### src/rtl/ins_fetch_ctrl.sv
// Fetch sequencer for a 16-entry instruction file. It keeps an IR and hands it to decode over valid/ready.
// Define HALT_DETECT_EN to enable the HALT state, which is entered when HALT_OPCODE is fetched.
module ins_fetch_ctrl #(
  parameter int                   WORD_SIZE   = 8,
  parameter int                   INDEX_SIZE  = 4,
  parameter logic [WORD_SIZE-1:0] HALT_OPCODE = 8'hFF
) (
  input  logic                  clk,
  input  logic                  reset_n,
  input  logic                  start,
  output logic [INDEX_SIZE-1:0] prog_count,
  input  logic [WORD_SIZE-1:0]  ins_val,
  output logic [WORD_SIZE-1:0]  ir_out,
  output logic                  ir_valid,
  input  logic                  ir_ready,
  input  logic                  redirect,
  input  logic [INDEX_SIZE-1:0] redirect_addr,
  output logic                  busy,
  output logic                  halted
);

  typedef enum logic [1:0] {
    ST_IDLE = 2'd0,
    ST_RUN  = 2'd1,
    ST_HALT = 2'd2
  } state_t;

  state_t                  state_reg, state_next;
  logic [INDEX_SIZE-1:0]   pc_reg, pc_next;
  logic [WORD_SIZE-1:0]    ir_reg, ir_next;
  logic                    valid_reg, valid_next;
  logic                    load;

  // A redirect always wins over a load, so the instruction on the bus during a redirect is dropped.
  assign load = (!valid_reg || ir_ready) && !redirect;

  always_ff @(posedge clk or negedge reset_n) begin
    if (!reset_n) begin
      state_reg <= ST_IDLE;
      pc_reg    <= '0;
      ir_reg    <= '0;
      valid_reg <= 1'b0;
    end else begin
      state_reg <= state_next;
      pc_reg    <= pc_next;
      ir_reg    <= ir_next;
      valid_reg <= valid_next;
    end
  end

  always_comb begin
    state_next = state_reg;
    pc_next    = pc_reg;
    ir_next    = ir_reg;
    valid_next = valid_reg;
    case (state_reg)
      ST_IDLE: begin
        pc_next    = '0;
        valid_next = 1'b0;
        if (start) state_next = ST_RUN;
      end
      ST_RUN: begin
        if (redirect) begin
          pc_next    = redirect_addr;
          valid_next = 1'b0;
        end else if (load) begin
          ir_next    = ins_val;
          valid_next = 1'b1;
`ifdef HALT_DETECT_EN
          // The halt instruction is still issued, but the PC stays on it.
          if (ins_val == HALT_OPCODE) state_next = ST_HALT;
          else                        pc_next    = pc_reg + INDEX_SIZE'(1);
`else
          pc_next = pc_reg + INDEX_SIZE'(1);
`endif
        end
      end
`ifdef HALT_DETECT_EN
      ST_HALT: begin
        if (start) begin
          state_next = ST_RUN;
          pc_next    = '0;
          valid_next = 1'b0;
        end else if (ir_ready) begin
          valid_next = 1'b0;
        end
      end
`endif
      default: state_next = ST_IDLE;
    endcase
  end

  assign prog_count = pc_reg;
  assign ir_out     = ir_reg;
  assign ir_valid   = valid_reg;
  assign busy       = (state_reg == ST_RUN);
`ifdef HALT_DETECT_EN
  assign halted     = (state_reg == ST_HALT);
`else
  assign halted     = 1'b0;
`endif

endmodule

### config.mk
export PLATFORM = sky130hd
export DESIGN_NAME = ins_fetch_ctrl
export DESIGN_NICKNAME = d
export VERILOG_FILES = /design/src/rtl/ins_fetch_ctrl.sv
export SDC_FILE = /design/constraint.sdc
export NUM_CORES = 1
export LEC_CHECK = 0
export ABC_AREA = 1
export BUFFER_PORTS_ARGS = -buffer_cell sky130_fd_sc_hd__buf_2
export CAP_MARGIN = 20
export CORE_MARGIN = 2
export CORE_UTILIZATION = 30
export DETAILED_ROUTE_END_ITERATION = 6
export GPL_TIMING_DRIVEN = 1
export HOLD_SLACK_MARGIN = 0.03
export PLACE_DENSITY_LB_ADDON = 0.1
export SLEW_MARGIN = 10
export SYNTH_ARGS = -nofsm -noshare
export SYNTH_HDL_FRONTEND = slang
export SYNTH_SLANG_ARGS = --single-unit
### constraint.sdc
create_clock -name clk -period 1.8 [get_ports clk]
set_input_delay 0.18 -clock clk [delete_from_list [all_inputs] [get_ports clk]]
set_output_delay 0.18 -clock clk [all_outputs]
set_load 0.01 [all_outputs]
# Word-level counts from Yosys, hierarchy flattened
# Cells that the tools add are included.
[word_totals] register_bits=15 inputBits=17 wordCells=27 output_inout_bits=15
[classes] addsub=1 mux=8 eq_ne=3 bitwise=2 reduce_logical=9
[ops] op="$mux 4" n=2
[ops] op="$pmux 4 s2" n=1
[ops] op="$add 4x1->4 const B" n=1
[ops] op="$pmux 2 s2" n=1
[ops] op="$reduce_and 2->1" n=2
[ops] op="$ne 3x2->1 const B" n=1
[ops] op="$reduce_and 3->1" n=1
[ops] op="$eq 2x1->1 const B" n=1
[ops] op="$logic_not 1->1" n=2
[ops] op="$logic_not 2->1" n=1
[ops] op="$mux 1" n=2
[ops] op="$mux 2" n=1
[ops] op="$ne 2x2->1 const B" n=1
[ops] op="$not 1->1" n=2
[ops] op="$pmux 1 s2" n=1
[ops] op="$reduce_bool 2->1" n=1
[ops] op="$logic_and 1x1->1" n=1
[ops] op="$logic_or 1x1->1" n=1

# Logic depth before layout (Yosys ltp)
[logic_depth] ltp_word=6 ltp_mapped=6

# Worst setup path after synthesis
# OpenSTA, ideal clock, no wires.
[synth_path] path_type="reg-to-reg" start="reg pc_reg[0], in the netlist prog_count[0]" end="reg pc_reg[1], in the netlist prog_count[1]" period_less_slack_ns=1.190 slack_ns=0.610 path_stages_with_launch=5 n_path_buf=0 arrival_ns=1.060 path_cell_list="dfrtp_1 > ha_1 > or2_1 > o21ai_1 > o21ai_0"
[synth_via] elab_chain_len=4
[synth_rtl] item="from (decl)" line_no="29" source="logic [INDEX_SIZE-1:0] pc_reg, pc_next;"
[synth_rtl] item="from (signal assigned)" line_no="45" source="pc_reg <= pc_next;"
[synth_rtl] item="$add 4x1->4" line_no="74" source="pc_next = pc_reg + INDEX_SIZE'(1);"
[synth_rtl] item="$mux 4" line_no="66" source="end else if (load) begin"
[synth_rtl] item="$mux 4" line_no="63" source="if (redirect) begin"
[synth_rtl] item="$pmux 4 s2" line_no="56" source="case (state_reg)"
# Every way passes these cells. The select of a mux whose other input is x is not followed.
# A chain may end at the register's enable or synchronous reset.

# Final worst setup path
# Ends and elaborated chain as after synthesis.

==> run metrics <==
drt drc 0; number of buffers added on ports 30; global route overflow 0; Final Core Density slightly above 40%; hold depth 2; post-synthesis register bit count 14; fmax a little over 800 MHz; Critical Path AT 1.37 ns; Max-Cap Viols 0; Sw Ratio 29.4%; largest area contributor in the netlist dfrtp_1; Reg clk slew, reported paths 0.08 ns; # setup viols final 0; Sequential Power Share 49.5%; type of the worst setup path flop to flop; RR Startpoint prog_count[0]$_DFFE_PN0P_; drt wl/cell 10.8 um; cells after synthesis around 80; clock root cell clkbuf_4; Switching Power roughly 0.00023 W; hold_sp start; die height 51.1 um; Synth cell types 19; CTS max path bufs 2; Iteration-0 DRC Markers 8; leakage 0.489 nW; worst-case vdd ir drop 0.000415 V; core area 0.00215 mm^2; crit start category flop; share of cells above drive strength 1 a little over a third; post-route ant nets 0; synthesis-to-layout area growth 32.0%; CP endpoint kind flop; CTS tree built; Die ar. 0.00261 mm^2; setup tns final 0 ns; Synth Net Count 96; starting density of the core a little under a third; Syn Area/Cell 8.52 um^2; Hold Violations, Final 0; Vias 613; final WL between 1000 and 1500 um; n_diodes 0; crit path time final 1.21 ns; register area share after synthesis 52.7%; top cell type's share of synthesized area 52.7%; Post-synth EDFFs 0; row count 17; Die X 51.1 um; cell with the most instances after synthesis nand2_1; vias per cell 4.41; main flop type after synthesis dfrtp_1; worst hold margin 0.0770 ns; Reg2Reg Depth 4; status finished clean; Routability Congestion 0.656; FF-to-FF End prog_count[1]$_DFFE_PN0P_; first-pass GRT wire length 2550 um; FF-to-FF setup slack 0.59 ns; Min-Delay Path Class primary input to flop; clk_lat worst skew 0.28 ns; post-CTS setup buffers 0; Cell Pwr Density 888 mW/mm^2; Detailed Place HPWL about 1100 um; Async S/R FF share, synth 100%; max reg flops 8; aggregate global-route resource usage 13.5%; Num CTS Buffers 3; clock group share of total power 28.9%; most area-consuming cells after synthesis dfrtp_1, nand2_1, nand3_1; largest net degree at the start of global routing 15; H-Tree Depth 1; RSZ-0062 raised after global routing false; Slew Viols, Final 0; P_int roughly 0.00055 W; synth cell count leaders nand2_1, dfrtp_1, nand3_1, nor2_1, inv_1; Post-Synthesis Cell Area ~660 um^2; CP required 1.96 ns; WHS Endpoint state_reg[0]$_DFFE_PN0P_; I/O pins 32; initial antenna violation count 0; crit-path max FO 6; clk_skew around 0.00030 ns; Final Cycle Share 67.5%; yosys warns 0; vias in the first global route approximately 580; Comb pwr share 21.6%; Layout Nets between 100 and 150; First-pass DRT Iterations 3; CTS sink count 14
==> critical path, cell delays in order, from the launching register on <==
cell and delay, ns:
dfrtp_1 0.43, ha_1 0.31, or2_1 0.20, o21ai_1 0.06
o21ai_0 0.09
==> cells in the final DEF, fill, tap and decap left out <==
cell type      Yosys  layout
buf_2              0      30
nand2_1           27      27
dfrtp_1           14      14
nand3_1           10      10
nor2_1             5       5
inv_1              4       4
o21ai_1            3       3
clkbuf_4           0       3
or2_1              2       2
o21ai_0            2       2
inv_2              1       1
nand2_2            1       1
o21bai_1           1       1
nor3_2             1       1
nor2_4             1       1
nand2_4            1       1
nand4_1            1       1
ha_1               1       1
conb_1             1       1
clkbuf_8           0       1
dlygate4sd3_1      0       1
==> through the flow <==
step           power, W  setup slack, ns  instance area [um^2]  std cells
5_1_grt        0.000839            0.483                   877        139
3_5_place_dp   0.000563            0.586                   831        134
4_1_cts        0.000800            0.573                   877        139
6_report       0.000779            0.586                   877        139
2_1_floorplan  0.000481            0.610                   664         78
3_3_place_gp   0.000555            0.627                   831        134
==> logic make-up after synthesis <==
group,Yosys count,share of synthesized area (%)
AOI/OAI and AO/OA,6,4.90
other,1,0.564
and+or+nand+nor,49,34.3
DFF,14,52.7
buffers and inverters,7,5.65
adders and majority gates,1,1.88
==> how the worst max path moves through the flow <==
stage | end | slack (ns) | startpoint
after floorplan | prog_count[1]$_DFFE_PN0P_ | 0.61 | prog_count[0]$_DFFE_PN0P_
after global placement | prog_count[1]$_DFFE_PN0P_ | 0.63 | prog_count[0]$_DFFE_PN0P_
after detailed placement | prog_count[1]$_DFFE_PN0P_ | 0.59 | prog_count[0]$_DFFE_PN0P_
after CTS | prog_count[1]$_DFFE_PN0P_ | 0.57 | prog_count[0]$_DFFE_PN0P_
after global routing | prog_count[2]$_DFFE_PN0P_ | 0.48 | ir_valid$_DFFE_PN0P_
final | prog_count[1]$_DFFE_PN0P_ | 0.59 | prog_count[0]$_DFFE_PN0P_
==> area by class of cell <==
| class | count | area [um^2] |
|---|---|---|
| tap | 28 | 35.0 |
| multi-input combinational | 57 | 277 |
| clock buffer | 4 | 36.3 |
| timing repair buffer | 31 | 160 |
| fill | 249 | 1270 |
| sequential | 14 | 350 |
| inverter | 5 | 18.8 |
==> routing by layer <==
metal	vias up	GRT usage, %	wire, um
met1	277	16.6	679
met3	2	3.80	82
li1	316	-	-
met2	18	21.6	727
met4	0	6.76	8
met5	-	0	0
==> power by group through the flow <==
stage | Combinational [W] | Clock, W | Sequential, W
after floorplan | 0.0000744 | 0 | 0.000407
after global placement | 0.000166 | 0 | 0.000389
after detailed placement | 0.000170 | 0 | 0.000392
after CTS | 0.000172 | 0.000241 | 0.000386
after global routing | 0.000195 | 0.000250 | 0.000393
final | 0.000168 | 0.000225 | 0.000386
==> repair_timing <==
item                                   in CTS  in global routing
gates resized for setup                     0                  0
hold buffers                                1                  0
endpoints found under the hold margin      14                  0
Note: power is estimated with default switching activity, not from simulation.
